`config.mk`:
```
export PLATFORM = sky130hd
export DESIGN_NAME = reset_button_ctrl
export DESIGN_NICKNAME = d
export VERILOG_FILES = /design/src/rtl/reset_button_ctrl.sv
export SDC_FILE = /design/constraint.sdc
export NUM_CORES = 1
export LEC_CHECK = 0
export ABC_AREA = 1
export CAP_MARGIN = 10
export CORE_MARGIN = 4
export CORE_UTILIZATION = 54
export CTS_BUF_LIST = sky130_fd_sc_hd__clkbuf_4
export DETAILED_ROUTE_END_ITERATION = 8
export HOLD_SLACK_MARGIN = 0.1
export PLACE_DENSITY_LB_ADDON = 0.2
export SETUP_SLACK_MARGIN = 0.1
export SLEW_MARGIN = 20
export SYNTH_ARGS = -nofsm -noshare
export SYNTH_HDL_FRONTEND = slang
export SYNTH_SLANG_ARGS = --single-unit
```
`constraint.sdc`:
```
create_clock -name clk -period 2.9 [get_ports clk]
set_input_delay 0.435 -clock clk [delete_from_list [all_inputs] [get_ports clk]]
set_output_delay 0.435 -clock clk [all_outputs]
set_load 0.02 [all_outputs]
```
`src/rtl/reset_button_ctrl.sv`:
```
// Debounced pushbutton front end plus stretched system-reset generator; RESET_BUTTON_LONG_PRESS_EN adds long-press pulses.
// Latency: raw edge to btn_state is 2+DB_CYCLES cycles, trigger to sys_reset is one edge; no backpressure (pulses are fire-and-forget).
module reset_button_ctrl #(
    parameter int NUM_CH        = 4,
    parameter int DB_CYCLES     = 20000,
    parameter int RST_STRETCH   = 1024,
    parameter int RST_CH        = 0,
    parameter int ACTIVE_LOW_IN = 1,
    parameter int LONG_CYCLES   = 2000000
) (
    input  logic              clk,
    input  logic              reset_n,
    input  logic [NUM_CH-1:0] btn_in,
    input  logic              por_req,
    output logic [NUM_CH-1:0] btn_state,
    output logic [NUM_CH-1:0] btn_press,
    output logic [NUM_CH-1:0] btn_release,
    output logic [NUM_CH-1:0] long_press,
    output logic              sys_reset
);

    localparam int DBW = $clog2(DB_CYCLES) + 1;
    localparam int STW = $clog2(RST_STRETCH) + 1;
    localparam logic [DBW-1:0] DB_LAST = DBW'(DB_CYCLES - 1);
    localparam logic [STW-1:0] ST_LAST = STW'(RST_STRETCH - 1);
    localparam logic [NUM_CH-1:0] IDLE_RAW = (ACTIVE_LOW_IN != 0) ? {NUM_CH{1'b1}} : {NUM_CH{1'b0}};

    typedef enum logic {
        HOLD = 1'b0,
        RUN  = 1'b1
    } rst_state_t;

    logic [NUM_CH-1:0]          btn_meta_q;
    logic [NUM_CH-1:0]          btn_sync_q;
    logic                       por_meta_q;
    logic                       por_sync_q;
    logic [NUM_CH-1:0]          btn_lvl;

    logic [NUM_CH-1:0][DBW-1:0] db_cnt_q;
    logic [NUM_CH-1:0][DBW-1:0] db_cnt_d;
    logic [NUM_CH-1:0]          state_q;
    logic [NUM_CH-1:0]          state_d;
    logic [NUM_CH-1:0]          press_q;
    logic [NUM_CH-1:0]          press_d;
    logic [NUM_CH-1:0]          release_q;
    logic [NUM_CH-1:0]          release_d;

    rst_state_t                 rst_state_q;
    logic [STW-1:0]             st_cnt_q;
    logic                       sys_reset_q;
    logic                       trigger;

    // Synchronizers reset to the idle (not pressed / no request) level.
    always_ff @(posedge clk) begin
        if (!reset_n) begin
            btn_meta_q <= IDLE_RAW;
            btn_sync_q <= IDLE_RAW;
            por_meta_q <= 1'b0;
            por_sync_q <= 1'b0;
        end else begin
            btn_meta_q <= btn_in;
            btn_sync_q <= btn_meta_q;
            por_meta_q <= por_req;
            por_sync_q <= por_meta_q;
        end
    end

    assign btn_lvl = (ACTIVE_LOW_IN != 0) ? ~btn_sync_q : btn_sync_q;

    // Any return to equality restarts the window, so bounces never reach DB_LAST.
    always_comb begin
        for (int i = 0; i < NUM_CH; i++) begin
            db_cnt_d[i]  = db_cnt_q[i];
            state_d[i]   = state_q[i];
            press_d[i]   = 1'b0;
            release_d[i] = 1'b0;
            if (btn_lvl[i] == state_q[i]) begin
                db_cnt_d[i] = '0;
            end else if (db_cnt_q[i] == DB_LAST) begin
                db_cnt_d[i]  = '0;
                state_d[i]   = ~state_q[i];
                press_d[i]   = ~state_q[i];
                release_d[i] = state_q[i];
            end else begin
                db_cnt_d[i] = db_cnt_q[i] + DBW'(1);
            end
        end
    end

    always_ff @(posedge clk) begin
        if (!reset_n) begin
            db_cnt_q  <= '0;
            state_q   <= '0;
            press_q   <= '0;
            release_q <= '0;
        end else begin
            db_cnt_q  <= db_cnt_d;
            state_q   <= state_d;
            press_q   <= press_d;
            release_q <= release_d;
        end
    end

    assign btn_state   = state_q;
    assign btn_press   = press_q;
    assign btn_release = release_q;

`ifdef RESET_BUTTON_LONG_PRESS_EN
    localparam int LPW = $clog2(LONG_CYCLES) + 1;
    localparam logic [LPW-1:0] LONG_LAST = LPW'(LONG_CYCLES - 1);
    localparam logic [LPW-1:0] LONG_SAT  = LPW'(LONG_CYCLES);

    logic [NUM_CH-1:0][LPW-1:0] hold_q;
    logic [NUM_CH-1:0][LPW-1:0] hold_d;
    logic [NUM_CH-1:0]          long_q;
    logic [NUM_CH-1:0]          long_d;

    // Hold counter parks at LONG_SAT so each press yields a single pulse.
    always_comb begin
        for (int i = 0; i < NUM_CH; i++) begin
            hold_d[i] = hold_q[i];
            long_d[i] = 1'b0;
            if (!state_q[i]) begin
                hold_d[i] = '0;
            end else begin
                long_d[i] = (hold_q[i] == LONG_LAST);
                if (hold_q[i] != LONG_SAT) begin
                    hold_d[i] = hold_q[i] + LPW'(1);
                end
            end
        end
    end

    always_ff @(posedge clk) begin
        if (!reset_n) begin
            hold_q <= '0;
            long_q <= '0;
        end else begin
            hold_q <= hold_d;
            long_q <= long_d;
        end
    end

    assign long_press = long_q;
`else
    assign long_press = '0;
`endif

    assign trigger = por_sync_q | state_q[RST_CH];

    // Any trigger in HOLD restarts the stretch from zero.
    always_ff @(posedge clk) begin
        if (!reset_n) begin
            rst_state_q <= HOLD;
            st_cnt_q    <= '0;
            sys_reset_q <= 1'b1;
        end else begin
            case (rst_state_q)
                HOLD: begin
                    sys_reset_q <= 1'b1;
                    if (trigger) begin
                        st_cnt_q <= '0;
                    end else if (st_cnt_q == ST_LAST) begin
                        rst_state_q <= RUN;
                        st_cnt_q    <= '0;
                        sys_reset_q <= 1'b0;
                    end else begin
                        st_cnt_q <= st_cnt_q + STW'(1);
                    end
                end
                RUN: begin
                    sys_reset_q <= 1'b0;
                    if (trigger) begin
                        rst_state_q <= HOLD;
                        st_cnt_q    <= '0;
                        sys_reset_q <= 1'b1;
                    end
                end
                default: begin
                    rst_state_q <= HOLD;
                    st_cnt_q    <= '0;
                    sys_reset_q <= 1'b1;
                end
            endcase
        end
    end

    assign sys_reset = sys_reset_q;

endmodule
```
==> impl_results.md, run 1 <==
* Yosys top cell by area: dfxtp_1
* Share of cells above drive strength 1 at 7.58%
* Top delay family on crit path: buffers and inverters
* Fmax at 508 MHz
* #FFs+latches synth at 99
* Crit share post-route at 67.9%
* TritonCTS clock tree: done
* DR iter-0 viols at 184
* CP max FO at 5
* Ranking of synthesized cells by area: dfxtp_1, nand2_1, inv_1, nor2_1, nand3_1
* EDFF count, synth at 0
* Die area at 10100 um2
* Multiplexer area fraction after synthesis at 0%
* First-pass DRT Iterations at 6
* Vias in the first global route at 3631
* Fin area at 5010 um2
* Cts hold-fix bufs at 0
* CP Buf/Inv Count at 1
* Post-CTS Setup Inserts at 0
* I/O pin count at 24
* Layout area overhead at 8.25%
* Combinational group share of total power at 2.6%
* Clock power frac at 32.2%
* Worst setup SP type: register
* Most common cell in the netlist: nand2_1
* Sw Share at 21.3%
* Initial antenna violation count at 0
* First-pass GRT wire length at 15100 um
* Cells along the critical path: clkdlybuf4s50_1
* Bufs on Longest Clock Path at 2
* Setup TNS at 0 ns
* Synth Area in Compound Gates at 6.62%
* Gpl congestion at 0.897
* Starting density of the core at 56.0%
* Async S/R FF share, synth at 0%
* HPWL after DPL at 6670 um
* Worst Path Arrival at 1.53 ns
* Post-DP Area at 4880 um2
* Final Hold Violating Endpoints at 0
* Net Switching at 450 uW
* Total number of yosys warnings at 0
* Drc violations at 0
* Unrepaired setup endpoints after global routing: false
* HP Class: reg -> reg
* Overall power at 2120 uW
* Internal at 1670 uW
* Worst hold slack at 0.427 ns
* Final Max Tran Viols at 0
* Worst EP required at 2.47 ns
* Fillcell total at 797
* Die Span Y at 101 um
* PD cells at 422 nW/um2
* Skew final at 0.0124 ns
* Synth cell count leaders: nand2_1, dfxtp_1, inv_1
* Kind of critical path: reg -> out
* DIE WIDTH at 101 um
* Antenna Nets Post-Route at 0
* LEAKAGE at 0.00185 uW
* Root Buffer Master: clkbuf_4
* Clock Pin Slew Worst Setup and Hold Paths at 0.13 ns
* Via-to-Cell Ratio at 5.11
* Core region area at 8260 um2
* Endpoints failing setup at 0
* FP Rows at 33
* Post-Route WL at 8750 um
* Most common flop cell mapped by yosys: dfxtp_1
* CP Capture Type: output pin
* Post-synthesis adder-cell area fraction at 1.35%
* Combinational family with the most area after synthesis: simple AND/OR/NAND/NOR gates
* Area share of the largest cell type after synthesis at 42.8%
* CTS Buf Count at 9
* Tot GR Track Use at 18.0%
* Via count at 4042
* CP max-delay cell: clkdlybuf4s50_1
* Peak supply drop at 0.223 mV
* Synth Area in XOR/XNOR at 2.65%
* Worst path max stage delay at 0.65 ns
* Status: complete, no violations
* Gr ovfl total at 0
* Max-cap violations at 0
* PostCTS Resize Cnt at 0
* Synth Area per Inst at 7.03 um2
* Cells after Synth at 658
* Later-pin clock latency in the skew report at 0.42 ns
* Post-Syn Area at 4630 um2
* Tmin final at 1.97 ns
* Clock Sinks at 99
* DR WL/cell at 11.1 um
* IO buf count at 19
* Ant. Diodes at 0
* H-tree depth at 3
* Unique masters post-synth at 34
* Final Non-Filler Cells at 791
* Sequential share of power at 65.2%
* # placed instances at 776
* Seq/Total Area, Yosys at 42.8%
* Largest net degree at the start of global routing at 17
* Synth Area in Simple Gates at 36.6%
* Net count, final at 694
through the flow:
step	utilization (%)	worst slack [ns]
after floorplan	-	1.48
after global placement	59.2	0.848
after detailed placement	59.2	0.803
after CTS	60.7	0.885
after global routing	60.7	0.805
final	60.7	0.932
worst paths after layout:
| check | end | slack, ns | startpoint | cells after the start |
|---|---|---|---|---|
| max reg2reg | db_cnt_q[19] | 1.02 | db_cnt_q[16] | 10 |
| min reg2reg | por_sync_q | 0.43 | por_meta_q | 2 |
| min | por_sync_q | 0.43 | por_meta_q | 2 |
| max | btn_state[3] | 0.93 | btn_state[3] | 1 |
placed cells by master, fill, tap and decap left out, drive strengths merged, types with 4 or more instances in the layout:
master / instances
xnor2: 5
nand2: 147
ha: 5
a21oi: 36
clkdlybuf4s50: 19
conb: 4
clkbuf: 11
or2: 13
nor3: 36
nand3: 48
nor2: 103
xor2: 9
dfxtp: 99
inv: 99
nand4: 23
o21ai: 15
final cells by class:
cell class	instances	area (um2)	area share, %
Multi-Input combinational cell	453	2200	44.0
Sequential cell	99	1980	39.6
Inverter	99	372	7.42
Timing Repair Buffer	20	198	3.95
Tap cell	105	131	2.62
Clock buffer	11	82.6	1.65
Clock inverter	4	42.5	0.849
sequential cells by signal, summed over array words and instances, names as in the netlist:
register and count:
db_cnt_q 64, por_sync_q 1, btn_meta_q 4, por_meta_q 1
sys_reset 1, rst_state_q 1, btn_release 4, btn_state 4
st_cnt_q 11, btn_press 4, btn_sync_q 4
per-layer routing:
layer | wire, um | global-route usage, %
met2 | 4310 | 31.7
met1 | 3940 | 21.8
met3 | 389 | 4.91
met5 | 0 | 0
met4 | 110 | 4.15
logic make-up after synthesis:
kind of cell / Yosys count
AOI/OAI and AO/OA: 56
xor gates and xnor gates: 14
adders and majority gates: 5
buffers and inverters: 109
DFF: 99
other: 1
and+or+nand+nor: 374
power groups by stage:
stage                     Clock (uW)  Combinational (uW)  Sequential, uW
after detailed placement           0                54.8            1410
final                            681                54.4            1380
after CTS                        716                55.1            1380
after global routing             768                61.8            1380
after floorplan                    0                44.6            1410
after global placement             0                53.9            1410
(Power assumes the default switching activity.)
==> run 2: changes to the inputs <==
==> constraint.sdc (replaced) <==
create_clock -name clk -period 2.02 [get_ports clk]
set_input_delay 0.303 -clock clk [delete_from_list [all_inputs] [get_ports clk]]
set_output_delay 0.303 -clock clk [all_outputs]
set_load 0.02 [all_outputs]
==> impl_results.md, run 2 (synthesis results as in run 1) <==
* Layout area overhead at 10.4%
* PD cells at 653 nW/um2 (+55%)
* Die area at 10100 um2 (unchanged)
* Commonest non-fill, non-tap cell in the layout: nand2_1
* First-pass DRT Iterations at 5 (-1)
* Skew final at 0.0229 ns (+0.0105 ns)
* Initial antenna violation count at 0 (unchanged)
* Vias in the first global route at 3847 (+5.9%)
* Share of cells above drive strength 1 at 8.82% (+1.2 points)
* Starting density of the core at 56.0% (unchanged)
* Fmax at 546 MHz
* I/O pin count at 24 (unchanged)
* Peak supply drop at 0.337 mV (+51%)
* Final Hold Violating Endpoints at 0 (unchanged)
* Post-CTS Setup Inserts at 0 (unchanged)
* Max-cap violations at 0 (unchanged)
* Bufs on Longest Clock Path at 2 (unchanged)
* HPWL after DPL at 6880 um (+3.2%)
* Drc violations at 0 (unchanged)
* Worst EP required at 1.72 ns (-0.75 ns)
* Via-to-Cell Ratio at 5.12 (+0.25%)
* Worst R2R Setup Slack at 0.31 ns (-0.71 ns)
* Gr ovfl total at 0 (unchanged)
* Cells along the critical path: clkdlybuf4s50_1
* Clock Pin Slew Worst Setup and Hold Paths at 0.16 ns (+0.03 ns)
* Core region area at 8260 um2 (unchanged)
* IO buf count at 19 (unchanged)
* DR iter-0 viols at 144 (-22%)
* Overall power at 3330 uW (+58%)
* DIE WIDTH at 101 um (unchanged)
* Worst hold slack at 0.415 ns (-0.0121 ns)
* Post-Route WL at 9100 um (+4.0%)
* HP Class: in -> reg
* H-tree depth at 3 (unchanged)
* Worst setup SP type: register
* CP max FO at 5 (unchanged)
* CTS Buf Count at 9 (unchanged)
* First-pass GRT wire length at 15800 um (+4.6%)
* Tmin final at 1.83 ns
* Ant. Diodes at 0 (unchanged)
* Max reg flops at 64 (unchanged)
* TritonCTS clock tree: done
* CP max-delay cell: clkdlybuf4s50_1
* Final Non-Filler Cells at 797 (+0.76%)
* Setup TNS at 0 ns (unchanged)
* Final Max Tran Viols at 0 (unchanged)
* Antenna Nets Post-Route at 0 (unchanged)
* Later-pin clock latency in the skew report at 0.44 ns (+0.02 ns)
* Final Util at 61.8% (+1.2 points)
* Unrepaired setup endpoints after global routing: false
* Gpl congestion at 0.920 (+2.6%)
* LEAKAGE at 0.00189 uW (+2.6%)
* Net count, final at 699 (+0.72%)
* DR WL/cell at 11.4 um (+3.2%)
* Crit share post-route at 90.7%
* FP Rows at 33 (unchanged)
* Status: complete, no violations
* CP Buf/Inv Count at 1 (unchanged)
* Worst Path Arrival at 1.53 ns (about the same)
* Via count at 4083 (+1.0%)
* Die Span Y at 101 um (unchanged)
* Largest net degree at the start of global routing at 17 (unchanged)
* Commonest cells after routing, fill and taps aside: nand2_1, dfxtp_1, inv_1, nor2_1, nand3_1
* CP Capture Type: output pin
* Biggest register: db_cnt_q
* # placed instances at 781 (+0.64%)
* Root Buffer Master: clkbuf_4
* Kind of critical path: reg -> out
* Top delay family on crit path: buffers and inverters
* Worst path max stage delay at 0.64 ns (about the same)
* Top flop regs: db_cnt_q (64), st_cnt_q (11)
* Endpoints failing setup at 0 (unchanged)
* Clock Sinks at 99 (unchanged)
* Tot GR Track Use at 18.9% (+0.92 points)
run 2: changes by cell type in the layout (fill, tap and decap cells not counted), sizes merged:
cell | previous run | this run
bufinv | 1 | 3
buf | 1 | 6
clkinvlp | 0 | 1
clkbuf | 11 | 9
run 2: final cells by class:
class	count	area (um2)
Multi-Input combinational cell	453	2200
Clock buffer	9	67.6
Clock inverter	7	116
Tap cell	105	131
Fill cell	772	3150
Timing Repair Buffer	25	235
Sequential cell	99	1980
Inverter	99	372
run 2: power breakdown:
| group | switching, uW | internal, uW | leakage, uW |
|---|---|---|---|
| Clock | 644 | 625 | 0.0000959 |
| Combinational | 48.4 | 34.9 | 0.000996 |
| Sequential | 11.6 | 1970 | 0.000801 |
run 2: what timing repair did:
action,CTS,global route
setup endpoints to repair,0,1
hold buffers,0,0
resized for setup,0,1
run 2: path summary, 6_finish.rpt:
path                               startpoint  cells after the start            end
worst max-delay path             btn_state[1]                      1   btn_state[1]
worst min-delay path                btn_in[3]                      2  btn_meta_q[3]
worst max register to register    db_cnt_q[0]                     10   db_cnt_q[11]
worst min register to register  btn_meta_q[1]                      1  btn_sync_q[1]
run 2: metrics by stage:
stage                     worst slack, ns  area, um2
after floorplan                     0.597       4640
after global placement              0.296       4920
after detailed placement            0.224       4920
after CTS                           0.124       5110
after global routing                0.112       5110
final                               0.188       5110
run 2: routing by layer:
layer  share of wire (%)  up-vias  wire length (um)  GRT usage [%]
met5                   0        -                 0              0
met4                 1.4        0               131           7.77
met3                 4.5       15               405           4.08
met2                  49       80              4470           32.5
met1                  45     1845              4100           22.9
li1                    -     2143                 -              -
==> run 3: changes to the inputs <==
--- a/config.mk
+++ b/config.mk
@@ -11,7 +11,7 @@
 export CORE_UTILIZATION = 54
 export CTS_BUF_LIST = sky130_fd_sc_hd__clkbuf_4
 export DETAILED_ROUTE_END_ITERATION = 8
-export HOLD_SLACK_MARGIN = 0.1
+export HOLD_SLACK_MARGIN = 0.15
 export PLACE_DENSITY_LB_ADDON = 0.2
 export SETUP_SLACK_MARGIN = 0.1
 export SLEW_MARGIN = 20
==> results of run 3 <==
Same layout as run 2: the final DEF is identical, and so are final timing and power.
